[config.mk]
export PLATFORM = sky130hd
export DESIGN_NAME = lane_mem_arbiter
export DESIGN_NICKNAME = d
export VERILOG_FILES = /design/src/rtl/lane_mem_arbiter.sv
export SDC_FILE = /design/constraint.sdc
export NUM_CORES = 1
export LEC_CHECK = 0
export ABC_AREA = 1
export CAP_MARGIN = 10
export CORE_AREA = 2 2 418 420
export CTS_BUF_LIST = sky130_fd_sc_hd__clkbuf_8
export CTS_CLUSTER_SIZE = 8
export DETAILED_ROUTE_END_ITERATION = 8
export DIE_AREA = 0 0 420 422
export GPL_TIMING_DRIVEN = 0
export PLACE_DENSITY = 0.3
export SYNTH_ARGS = -nofsm -noshare
export SYNTH_HDL_FRONTEND = slang
export SYNTH_SLANG_ARGS = --single-unit
[constraint.sdc]
create_clock -name clock -period 5.94 [get_ports clock]
set_input_delay 0.594 -clock clock [delete_from_list [all_inputs] [get_ports clock]]
set_output_delay 0.594 -clock clock [all_outputs]
set_load 0.005 [all_outputs]
[src/rtl/lane_mem_arbiter.sv]
// Round-robin arbiter that shares one memory A/D port between NUM_LANES lanes.
// Requests go through a registered stage; responses are routed combinationally by source tag.
module lane_mem_arbiter #(
  parameter int NUM_LANES     = 4,
  parameter int DATA_WIDTH    = 64,
  parameter int LOGSIZE_WIDTH = 8,
  parameter int MAX_INFLIGHT  = 8,
  parameter int SRC_WIDTH     = $clog2(NUM_LANES)
) (
  input  logic                               clock,
  input  logic                               reset,
  input  logic [NUM_LANES-1:0]               lane_a_valid,
  output logic [NUM_LANES-1:0]               lane_a_ready,
  input  logic [DATA_WIDTH*NUM_LANES-1:0]    lane_a_address,
  input  logic [NUM_LANES-1:0]               lane_a_is_store,
  input  logic [LOGSIZE_WIDTH*NUM_LANES-1:0] lane_a_size,
  input  logic [DATA_WIDTH*NUM_LANES-1:0]    lane_a_data,
  output logic [NUM_LANES-1:0]               lane_d_valid,
  input  logic [NUM_LANES-1:0]               lane_d_ready,
  output logic [NUM_LANES-1:0]               lane_d_is_store,
  output logic [LOGSIZE_WIDTH*NUM_LANES-1:0] lane_d_size,
  output logic [DATA_WIDTH*NUM_LANES-1:0]    lane_d_data,
  output logic                               mem_a_valid,
  input  logic                               mem_a_ready,
  output logic [SRC_WIDTH-1:0]               mem_a_source,
  output logic [DATA_WIDTH-1:0]              mem_a_address,
  output logic                               mem_a_is_store,
  output logic [LOGSIZE_WIDTH-1:0]           mem_a_size,
  output logic [DATA_WIDTH-1:0]              mem_a_data,
  input  logic                               mem_d_valid,
  output logic                               mem_d_ready,
  input  logic [SRC_WIDTH-1:0]               mem_d_source,
  input  logic                               mem_d_is_store,
  input  logic [LOGSIZE_WIDTH-1:0]           mem_d_size,
  input  logic [DATA_WIDTH-1:0]              mem_d_data,
  output logic                               inflight,
  output logic                               err
);

  localparam int CNT_WIDTH = $clog2(MAX_INFLIGHT + 1);
  localparam logic [CNT_WIDTH-1:0] CNT_MAX = CNT_WIDTH'(MAX_INFLIGHT);

  logic                     mem_a_valid_reg;
  logic [SRC_WIDTH-1:0]     mem_a_source_reg;
  logic [DATA_WIDTH-1:0]    mem_a_address_reg;
  logic                     mem_a_is_store_reg;
  logic [LOGSIZE_WIDTH-1:0] mem_a_size_reg;
  logic [DATA_WIDTH-1:0]    mem_a_data_reg;
  logic [SRC_WIDTH-1:0]     ptr_reg;
  logic [SRC_WIDTH-1:0]     ptr_next;
  logic [CNT_WIDTH-1:0]     cnt_reg;
  logic                     err_reg;

  logic                     gnt_en;
  logic [NUM_LANES-1:0]     a_fire_vec;
  logic                     a_fire;
  logic [SRC_WIDTH-1:0]     gnt_idx;
  logic [DATA_WIDTH-1:0]    sel_address;
  logic                     sel_is_store;
  logic [LOGSIZE_WIDTH-1:0] sel_size;
  logic [DATA_WIDTH-1:0]    sel_data;
  logic                     src_ok;
  logic                     d_fire;
  logic                     d_dec;

  // Reset also masks readies so no lane believes a request was taken that reset discards.
  assign gnt_en = !reset && (!mem_a_valid_reg || mem_a_ready) && (cnt_reg < CNT_MAX);

  function automatic int rr_dist(input int lane, input int base);
    return (lane - base + NUM_LANES) % NUM_LANES;
  endfunction

  assign src_ok = int'(mem_d_source) < NUM_LANES;

  generate
    for (genvar gi = 0; gi < NUM_LANES; gi++) begin : g_lane
      logic blocked;

      // A lane is only blocked by valid lanes ahead of it in round-robin order, never by itself.
      always_comb begin
        blocked = 1'b0;
        for (int j = 0; j < NUM_LANES; j++) begin
          if (lane_a_valid[j] && (rr_dist(j, int'(ptr_reg)) < rr_dist(gi, int'(ptr_reg))))
            blocked = 1'b1;
        end
      end

      assign lane_a_ready[gi] = gnt_en && !blocked;
      assign a_fire_vec[gi]   = lane_a_ready[gi] && lane_a_valid[gi];

      assign lane_d_valid[gi]    = mem_d_valid && src_ok && (mem_d_source == SRC_WIDTH'(gi));
      assign lane_d_is_store[gi] = mem_d_is_store;
      assign lane_d_size[LOGSIZE_WIDTH*gi +: LOGSIZE_WIDTH] = mem_d_size;
      assign lane_d_data[DATA_WIDTH*gi +: DATA_WIDTH]       = mem_d_data;
    end
  endgenerate

  assign a_fire = |a_fire_vec;

  always_comb begin
    gnt_idx      = '0;
    sel_address  = '0;
    sel_is_store = 1'b0;
    sel_size     = '0;
    sel_data     = '0;
    for (int i = 0; i < NUM_LANES; i++) begin
      if (a_fire_vec[i]) begin
        gnt_idx      = SRC_WIDTH'(i);
        sel_address  = lane_a_address[DATA_WIDTH*i +: DATA_WIDTH];
        sel_is_store = lane_a_is_store[i];
        sel_size     = lane_a_size[LOGSIZE_WIDTH*i +: LOGSIZE_WIDTH];
        sel_data     = lane_a_data[DATA_WIDTH*i +: DATA_WIDTH];
      end
    end
  end

  assign ptr_next = (int'(gnt_idx) == NUM_LANES - 1) ? '0 : gnt_idx + SRC_WIDTH'(1);

  // Out-of-range sources are always accepted so a bad beat cannot wedge the memory.
  always_comb begin
    mem_d_ready = !src_ok;
    for (int i = 0; i < NUM_LANES; i++) begin
      if (mem_d_source == SRC_WIDTH'(i))
        mem_d_ready = lane_d_ready[i];
    end
  end

  assign d_fire = mem_d_valid && mem_d_ready;
  assign d_dec  = d_fire && src_ok && (cnt_reg != '0);

  always_ff @(posedge clock) begin
    if (reset) begin
      mem_a_valid_reg    <= 1'b0;
      mem_a_source_reg   <= '0;
      mem_a_address_reg  <= '0;
      mem_a_is_store_reg <= 1'b0;
      mem_a_size_reg     <= '0;
      mem_a_data_reg     <= '0;
      ptr_reg            <= '0;
      cnt_reg            <= '0;
      err_reg            <= 1'b0;
    end else begin
      if (a_fire) begin
        mem_a_valid_reg    <= 1'b1;
        mem_a_source_reg   <= gnt_idx;
        mem_a_address_reg  <= sel_address;
        mem_a_is_store_reg <= sel_is_store;
        mem_a_size_reg     <= sel_size;
        mem_a_data_reg     <= sel_data;
        ptr_reg            <= ptr_next;
      end else if (mem_a_ready) begin
        mem_a_valid_reg <= 1'b0;
      end

      if (a_fire && !d_dec)
        cnt_reg <= cnt_reg + CNT_WIDTH'(1);
      else if (!a_fire && d_dec)
        cnt_reg <= cnt_reg - CNT_WIDTH'(1);

      if (d_fire && (!src_ok || (cnt_reg == '0)))
        err_reg <= 1'b1;
    end
  end

  assign mem_a_valid    = mem_a_valid_reg;
  assign mem_a_source   = mem_a_source_reg;
  assign mem_a_address  = mem_a_address_reg;
  assign mem_a_is_store = mem_a_is_store_reg;
  assign mem_a_size     = mem_a_size_reg;
  assign mem_a_data     = mem_a_data_reg;
  assign inflight       = mem_a_valid_reg || (cnt_reg != '0);
  assign err            = err_reg;

endmodule

# Word level (Yosys, flattened, before mapping)
# Cells that the tools add are included.
# classes
add_sub_neg	11
n_bitwise	4
n_div	0
n_eq_ne	4
multipliers	0
shifts	0
reduce_logical	55
muxes	44
magnitude_cmp	17
# ops
operator	count
2-to-1 mux 64 bit	8
less-than comparator 3 bit	16
logical AND 1 bit	35
2-to-1 mux 8 bit	4
2-to-1 mux 1 bit	27
adder 3 x 4 -> 5 bit (second input constant)	4
logical NOT 1 bit	8
2-to-1 mux 4 bit	2
OR reduction 2 bit	4
2-to-1 mux 2 bit	3
subtractor 1 x 2 -> 3 bit (first input constant)	2
subtractor 2 x 2 -> 3 bit (first input constant)	2
adder 4 x 1 -> 4 bit (second input constant)	1
bitwise AND 1 bit	4
== test 2 x 1 -> 1 bit (second input constant)	2
== test 2 bit (second input constant)	2
logical NOT 4 bit	1
less-than comparator 4 bit (second input constant)	1
nonzero test 2 bit	2
nonzero test 4 bit	1
OR reduction 4 bit	1
subtractor 4 x 1 -> 4 bit (second input constant)	1
adder 2 x 1 -> 2 bit (second input constant)	1
logical NOT 2 bit	1
logical OR 1 bit	2
# word_totals
memories	0
rom_bits	0
register_bits	147
in_bits	635
output_inout_bits	443
latchBits	0
ram_bits	0
wordCells	144

# Longest topological paths before layout
# Gate-level depths: netlist of run 1.
# logic_depth
ltp_word	18
ltp_mapped	21
mapped_depth_nobuf	20

# Least setup slack after synthesis of run 1
# Ideal clock, no wire load.
# synth_timing
path_kind	input to register
start	in reset
end	reg cnt_reg[3]
cell_stages	19
setup_slack_ns	3.144
t_arrival_ns	2.683
cell_sequence	buf_4 inv_2 nand2_1 nor2_1 buf_6 nand3_1 nand2_1 nor2_4 buf_4 inv_1 ha_1 inv_1 ha_1 a21oi_1 nand2_1 a21oi_1 o21ai_0 nor2_1 nor2_1
# synth_between
elab_chain_cells	9
elab_cells_between_ends	17
cone_classes	1 x mux; 16 x reduce/logical
# synth_lines
element	line_no	text
from (decl)	11	input logic reset,
logical NOT 1 bit (*)	67	assign gnt_en = !reset && (!mem_a_valid_reg || mem_a_ready) && (cnt_reg < CNT_MAX);
logical AND 1 bit (*) (2 in a row)	67	
logical AND 1 bit	88	assign lane_a_ready[gi] = gnt_en && !blocked;
logical AND 1 bit	89	assign a_fire_vec[gi] = lane_a_ready[gi] && lane_a_valid[gi];
OR reduction 4 bit (*)	98	assign a_fire = |a_fire_vec;
via a_fire	56	logic a_fire;
logical NOT 1 bit	157	else if (!a_fire && d_dec)
logical AND 1 bit	157	
nonzero test 2 bit (no line)	-	
to (signal assigned)	156	cnt_reg <= cnt_reg + CNT_WIDTH'(1);
to (signal assigned)	158	cnt_reg <= cnt_reg - CNT_WIDTH'(1);
to (decl)	51	logic [CNT_WIDTH-1:0] cnt_reg;
# Mark *: on every way through the listed nets, which the timed path passes. The rest lies on a longest branch.
# A chain may end at the register's enable or synchronous reset.

# Final worst setup path of run 1
# layout_timing
start	in mem_a_ready
end	out lane_a_ready[3]
# layout_between
elab_chain_cells	4
# layout_lines
element	line_no	text
from (decl)	24	input logic mem_a_ready,
logical OR 1 bit	67	
logical AND 1 bit (2 in a row)	67	
logical AND 1 bit	88	
to (decl)	13	output logic [NUM_LANES-1:0] lane_a_ready,
# Every way passes these cells.

==> flow_summary.ini, run 1 <==
[floorplanning]
io-pin-count = 1078
num_rows = 153
core_sq_mm = 0.173
die_h_um = 422
dieArea_sq_mm = 0.177
die_w_um = 420
start_util_pct = 7.25

[sta]
fmax_mhz = 242
rsz0062_at_grt = false
slew_viol_final = 0
worstMarginPinSlew_ps = 1070
clock_skew_ps = 20.4
maxSlewHeadroom_pct = 28.1
hold_ws_ps = 417
setup_tns_ps = 0
layout_worst_path_cycle_share_pct = 69.4
fin_crit_ps = 4120
finalHoldViolations = 0
finalWorstSetupSlack_ps = 1820
setup_violations = 0

[setup_path]
crit_path_start_kind = input pin
r2r-start = ptr_reg[1]
crit_slowest_cell = clkdlybuf4s50_1
r2r_end = cnt_reg[3]
worstPathRequired_ps = 5350
path_buf_inv = 6
endpoint = lane_a_ready[3]
rr_worst_depth = 19
rrSetupSlack_ps = 2460
critPathCaptureType = primary output
worstPathCellList = clkdlybuf4s50_1, nor2_1, nor2_1, buf_6, buf_4, buf_2, inv_1, nor3_1, clkdlybuf4s50_1
startpoint = mem_a_ready
cp_data_arrival_time_ps = 3530
critPathTopFamily = buffers and inverters
worst-setup-path-type = input pin to primary output
cpPeakStageDelay_ps = 810
cp_num_cells = 9
crit_fanout = 10

[layout]
final_cell_mix = clkdlybuf4s50_1 (1001), nand4_1 (411), buf_4 (307)
design_area_sq_mm = 0.0259
layout-drive-gt1-share_pct = 14.0
stdcell_count = 5333
fillers = 19941
area_growth_syn_to_layout_pct = 106
nets = 3628
final_common_cell = clkdlybuf4s50_1

[cts]
cts_buffers = 17
worstSkewPairLatency_ps = 610
htree_num_levels = 4
cts_tree = done
ctsHoldBuffers = 0
cts_root_buf = clkbuf_8
clk_pin_slew_worst_paths_ps = 100
clock_sinks = 147
clk_path_buf_depth = 2
cts_setup_buffers = 0
ctsResizeCount = 0

[synth]
syn_avg_cell_area_sq_um = 6.37
ys_ff_latch = 147
synth_cells = 1965
yosys_warnings = 0
seq_area_frac_synth_pct = 23.5
yosysUniqueCellTypes = 24
syn_nets = 2608
syn_area_sq_mm = 0.0125

[power]
cellLeakagePower_nw = 9.99
clkPwrFrac_pct = 15.3
p_switching_w = 0.00283
netSwitchingFraction_pct = 48.7
power_density_mw_per_mm2 = 225
combPwrFrac_pct = 61.9
peakVddDrop_v = 0.000180
p_int_w = 0.00298
seq_power_share_pct = 22.8

[routing]
ant_nets = 0
dr_total_vias = 17906
wirelength_um = 128000
route.detailed.drc = 0
vias_per_cell = 3.36
firstDrtPassIters = 5
wl_per_cell_um = 24.0
first_iter_violations = 1401

[grt]
gr-total-overflow = 0
antenna_found_initial = 18
grt_max_degree = 17
grtUsageTotal_pct = 13.9
grt_pass1_vias = 17505
grt_pass1_wl_um = 165000

[place]
preCtsSetupSlack_ps = 1450
placed_area_sq_mm = 0.0255
portBuffers = 1001
dp.cells = 5291
gp_congestion = 0.866
place_hpwl_um = 110000

[hold_path]
hold_class = input pin to register

[run]
drv_cap = 0

[run_status]
outcome = finished clean
worst min-delay path, cell delays in order:
cell and delay (ps):
clkbuf_2 140, nand3_1 150, a31oi_1 90
worst min path at each step:
stage / start / to / slack (ps) / depth (start not counted)
2_1_floorplan: err / err / 450 / 2
3_3_place_gp: err / err / 450 / 2
3_5_place_dp: err / err / 440 / 2
4_1_cts: lane_a_valid[2] / ptr_reg[1] / 290 / 3
5_1_grt: lane_a_valid[2] / ptr_reg[1] / 340 / 3
6_report: lane_a_valid[2] / ptr_reg[1] / 420 / 3
synthesized netlist by cell type:
cell | number | area share [%]
a21oi_1 | 144 | 5.8
a31oi_1 | 1 | 0.050
buf_1 | 24 | 0.72
buf_2 | 67 | 2.7
buf_4 | 307 | 18
buf_6 | 1 | 0.090
clkbuf_1 | 75 | 2.2
clkbuf_2 | 2 | 0.080
dfxtp_1 | 147 | 23
fa_1 | 1 | 0.16
ha_1 | 7 | 0.70
inv_1 | 155 | 4.6
inv_2 | 2 | 0.060
nand2_1 | 164 | 4.9
nand3_1 | 141 | 5.6
nand3_2 | 2 | 0.16
nand3b_1 | 1 | 0.060
nand4_1 | 411 | 21
nor2_1 | 298 | 8.9
nor2_4 | 1 | 0.090
nor3_1 | 6 | 0.24
nor4_1 | 2 | 0.10
o21ai_0 | 5 | 0.20
xor2_1 | 1 | 0.070
power by group through the flow:
stage / Combinational [W] / Sequential [W] / Clock [W]
detailed placement: 0.00371 / 0.00135 / 0
finish: 0.00360 / 0.00133 / 0.000889
floorplan: 0.00144 / 0.00133 / 0
global placement: 0.00372 / 0.00135 / 0
global route: 0.00391 / 0.00136 / 0.00100
CTS: 0.00373 / 0.00133 / 0.000981
metal layers:
metal / up-vias / GRT usage [%] / routed length (um)
met5: - / 0 / 13
met4: 2 / 2.66 / 1420
met3: 63 / 3.12 / 7950
met2: 772 / 25.5 / 67800
met1: 8563 / 16.4 / 51000
li1: 8506 / - / -
kinds of logic (layout without fill, tap and decap cells):
family / Yosys count / count (layout) / synth area share [%]
AO/OA/AOI/OAI: 150 / 150 / 6.00
XOR/XNOR: 1 / 1 / 0.0699
adder cells (fa/ha/maj): 8 / 8 / 0.859
buffers and inverters: 633 / 1666 / 28.9
flip-flops: 147 / 147 / 23.5
other: 0 / 10 / 0
AND/OR/NAND/NOR: 1026 / 1026 / 40.7
metrics by stage:
stage	power [W]	utilization [%]
after floorplan	0.00277	-
after global placement	0.00507	14.7
after detailed placement	0.00506	14.7
after CTS	0.00604	14.9
after global routing	0.00627	15.0
final	0.00582	15.0
final cells by class:
class                      count  area (sq um)  area share (%)
sequential                   147          2940            11.4
inverter                     157           589            2.28
clock buffer                  18           248           0.958
timing repair buffer        1001         10000            38.7
multi-input combinational   1185          5960            23.0
clock inverter                14           128           0.493
antenna                       10          25.0          0.0968
buffer                       476          3040            11.8
tap                         2325          2910            11.2
Note: power is estimated with default switching activity, not from simulation.
==> inputs of run 2 (changes only) <==
--- a/config.mk
+++ b/config.mk
@@ -7,11 +7,11 @@
 export LEC_CHECK = 0
 export ABC_AREA = 1
 export CAP_MARGIN = 10
-export CORE_AREA = 2 2 418 420
+export CORE_AREA = 2 2 424 426
 export CTS_BUF_LIST = sky130_fd_sc_hd__clkbuf_8
 export CTS_CLUSTER_SIZE = 8
 export DETAILED_ROUTE_END_ITERATION = 8
-export DIE_AREA = 0 0 420 422
+export DIE_AREA = 0 0 426 428
 export GPL_TIMING_DRIVEN = 0
 export PLACE_DENSITY = 0.3
 export SYNTH_ARGS = -nofsm -noshare
==> constraint.sdc (replaced) <==
create_clock -name clock -period 4.2 [get_ports clock]
set_input_delay 0.42 -clock clock [delete_from_list [all_inputs] [get_ports clock]]
set_output_delay 0.42 -clock clock [all_outputs]
set_load 0.005 [all_outputs]
==> flow_summary.ini, run 2 (synthesized netlist as in run 1, its figures left out) <==
[run_status]
outcome = finished clean

[layout]
final-seq-area_sq_mm = 0.00294
nets = 3629
area_growth_syn_to_layout_pct = 107
layout-drive-gt1-share_pct = 14.0
final_common_cell = clkdlybuf4s50_1
final_cell_mix = clkdlybuf4s50_1 (1001), nand4_1 (411), buf_4 (307)
stdcell_count = 5367
fillers = 20595
multi_input_area_sq_mm = 0.00596
utilization_pct = 14.6

[setup_path]
crit_fanout = 10
worstPathRequired_ps = 3780
rrSetupSlack_ps = 730
critPathCaptureType = primary output
rr_worst_depth = 19
r2r-start = ptr_reg[1]
crit_path_start_kind = input pin
worst-setup-path-type = input pin to primary output
r2r_end = cnt_reg[3]
cp_data_arrival_time_ps = 3340

[cts]
ctsHoldBuffers = 0
clk_pin_slew_worst_paths_ps = 80
htree_num_levels = 4
cts_tree = done
clock_sinks = 147
cts_buffers = 17
clk_path_buf_depth = 2
cts_setup_buffers = 0
cts_root_buf = clkbuf_8
worstSkewPairLatency_ps = 640
ctsResizeCount = 0

[place]
gp_congestion = 0.863
place_hpwl_um = 115000
portBuffers = 1001
dp.cells = 5321

[grt]
grtUsageTotal_pct = 14.0
grt_pass1_vias = 17530
grt_max_degree = 17
gr-total-overflow = 0
antenna_found_initial = 24
grt_pass1_wl_um = 171000

[routing]
vias_per_cell = 3.35
wl_per_cell_um = 24.7
first_iter_violations = 1547
route.detailed.drc = 0
ant_nets = 0
wirelength_um = 133000
firstDrtPassIters = 6
dr_total_vias = 17993

[power]
cellLeakagePower_nw = 9.99
power_density_mw_per_mm2 = 320
peakVddDrop_v = 0.000254

[sta]
hold_ws_ps = 219
clock_skew_ps = 55.8
rsz0062_at_grt = false
setup_tns_ps = 0
fin_crit_ps = 3760
worstMarginPinSlew_ps = 1150
maxSlewHeadroom_pct = 23.6
setup_violations = 0
layout_worst_path_cycle_share_pct = 89.5
fmax_mhz = 266
slew_viol_final = 0
finalHoldViolations = 0

[floorplanning]
die_h_um = 428
io-pin-count = 1078
start_util_pct = 7.05
num_rows = 155
core_sq_mm = 0.178
dieArea_sq_mm = 0.182
die_w_um = 426

[hold_path]
min_to = ptr_reg[1]
hp-start = lane_a_valid[1]
hold_class = input pin to register
whs_path_depth = 3

[run]
drv_cap = 0
==> run 2: worst max-delay path by stage <==
stage	to	slack, ps	depth (start not counted)	from
after floorplan	cnt_reg[3]	1570	18	ptr_reg[1]
after global placement	mem_a_address[19]	-770	9	mem_a_ready
after detailed placement	cnt_reg[3]	-90	17	mem_a_ready
after CTS	lane_a_ready[3]	60	9	mem_a_valid
after global routing	lane_a_ready[3]	110	9	mem_a_valid
final	lane_a_ready[3]	440	9	mem_a_ready
==> run 2: final cells by class <==
class                      instances  share of cell area, %
timing repair buffer            1002                   38.7
antenna                           14                  0.135
multi-input combinational       1185                   23.0
buffer                           476                   11.7
tap                             2355                   11.4
clock buffer                      19                   1.01
inverter                         157                   2.27
clock inverter                    12                  0.463
sequential                       147                   11.4
==> run 2: critical path: stages <==
cell and delay (ps):
clkdlybuf4s50_1 600, nor2_1 110, nor2_1 310, buf_6 220, buf_4 300, buf_2 290, inv_1 140, nor3_1 150
clkdlybuf4s50_1 770
==> run 2: metrics by stage <==
step	instance area, sq um	worst slack, ps	total power [W]
2_1_floorplan	12500	1570	0.00392
3_3_place_gp	25500	-769	0.00723
3_5_place_dp	25500	-87.9	0.00721
4_1_cts	25900	57.1	0.00860
5_1_grt	25900	114	0.00892
6_report	25900	440	0.00830
==> run 2: power by group <==
group / internal (W) / switching, W / leakage (nW)
clock network: 0.000506 / 0.000772 / 0.190
logic: 0.00205 / 0.00310 / 8.60
registers: 0.00168 / 0.000192 / 1.21
total: 0.00424 / 0.00406 / 9.99
==> run 2: metal layers <==
| metal | wire length, um | vias to the layer above | track usage [%] |
|---|---|---|---|
| met3 | 8060 | 83 | 3.36 |
| met1 | 54200 | 8652 | 16.8 |
| li1 | - | 8508 | - |
| met4 | 1830 | 10 | 3.12 |
| met2 | 68600 | 740 | 25.0 |
| met5 | 65 | - | 0 |
==> inputs of run 3 (changes only) <==
--- a/config.mk
+++ b/config.mk
@@ -7,11 +7,11 @@
 export LEC_CHECK = 0
 export ABC_AREA = 1
 export CAP_MARGIN = 10
-export CORE_AREA = 2 2 424 426
+export CORE_AREA = 2 2 418 420
 export CTS_BUF_LIST = sky130_fd_sc_hd__clkbuf_8
 export CTS_CLUSTER_SIZE = 8
 export DETAILED_ROUTE_END_ITERATION = 8
-export DIE_AREA = 0 0 426 428
+export DIE_AREA = 0 0 420 422
 export GPL_TIMING_DRIVEN = 0
 export PLACE_DENSITY = 0.3
 export SYNTH_ARGS = -nofsm -noshare
==> constraint.sdc (replaced) <==
create_clock -name clock -period 4.5 [get_ports clock]
set_input_delay 0.45 -clock clock [delete_from_list [all_inputs] [get_ports clock]]
set_output_delay 0.45 -clock clock [all_outputs]
set_load 0.005 [all_outputs]
==> results of run 3 <==
The final DEF is identical to that of run 1. Status: finished clean.
Main changes from that run: setup slack after placement 1450 ps -> 153 ps; setup slack after layout 1820 ps -> 664 ps; hold slack 417 ps -> 273 ps; register-to-register setup slack 2460 ps -> 1020 ps; total power 0.00582 W -> 0.00768 W; worst IR drop on VDD 0.000180 V -> 0.000237 V
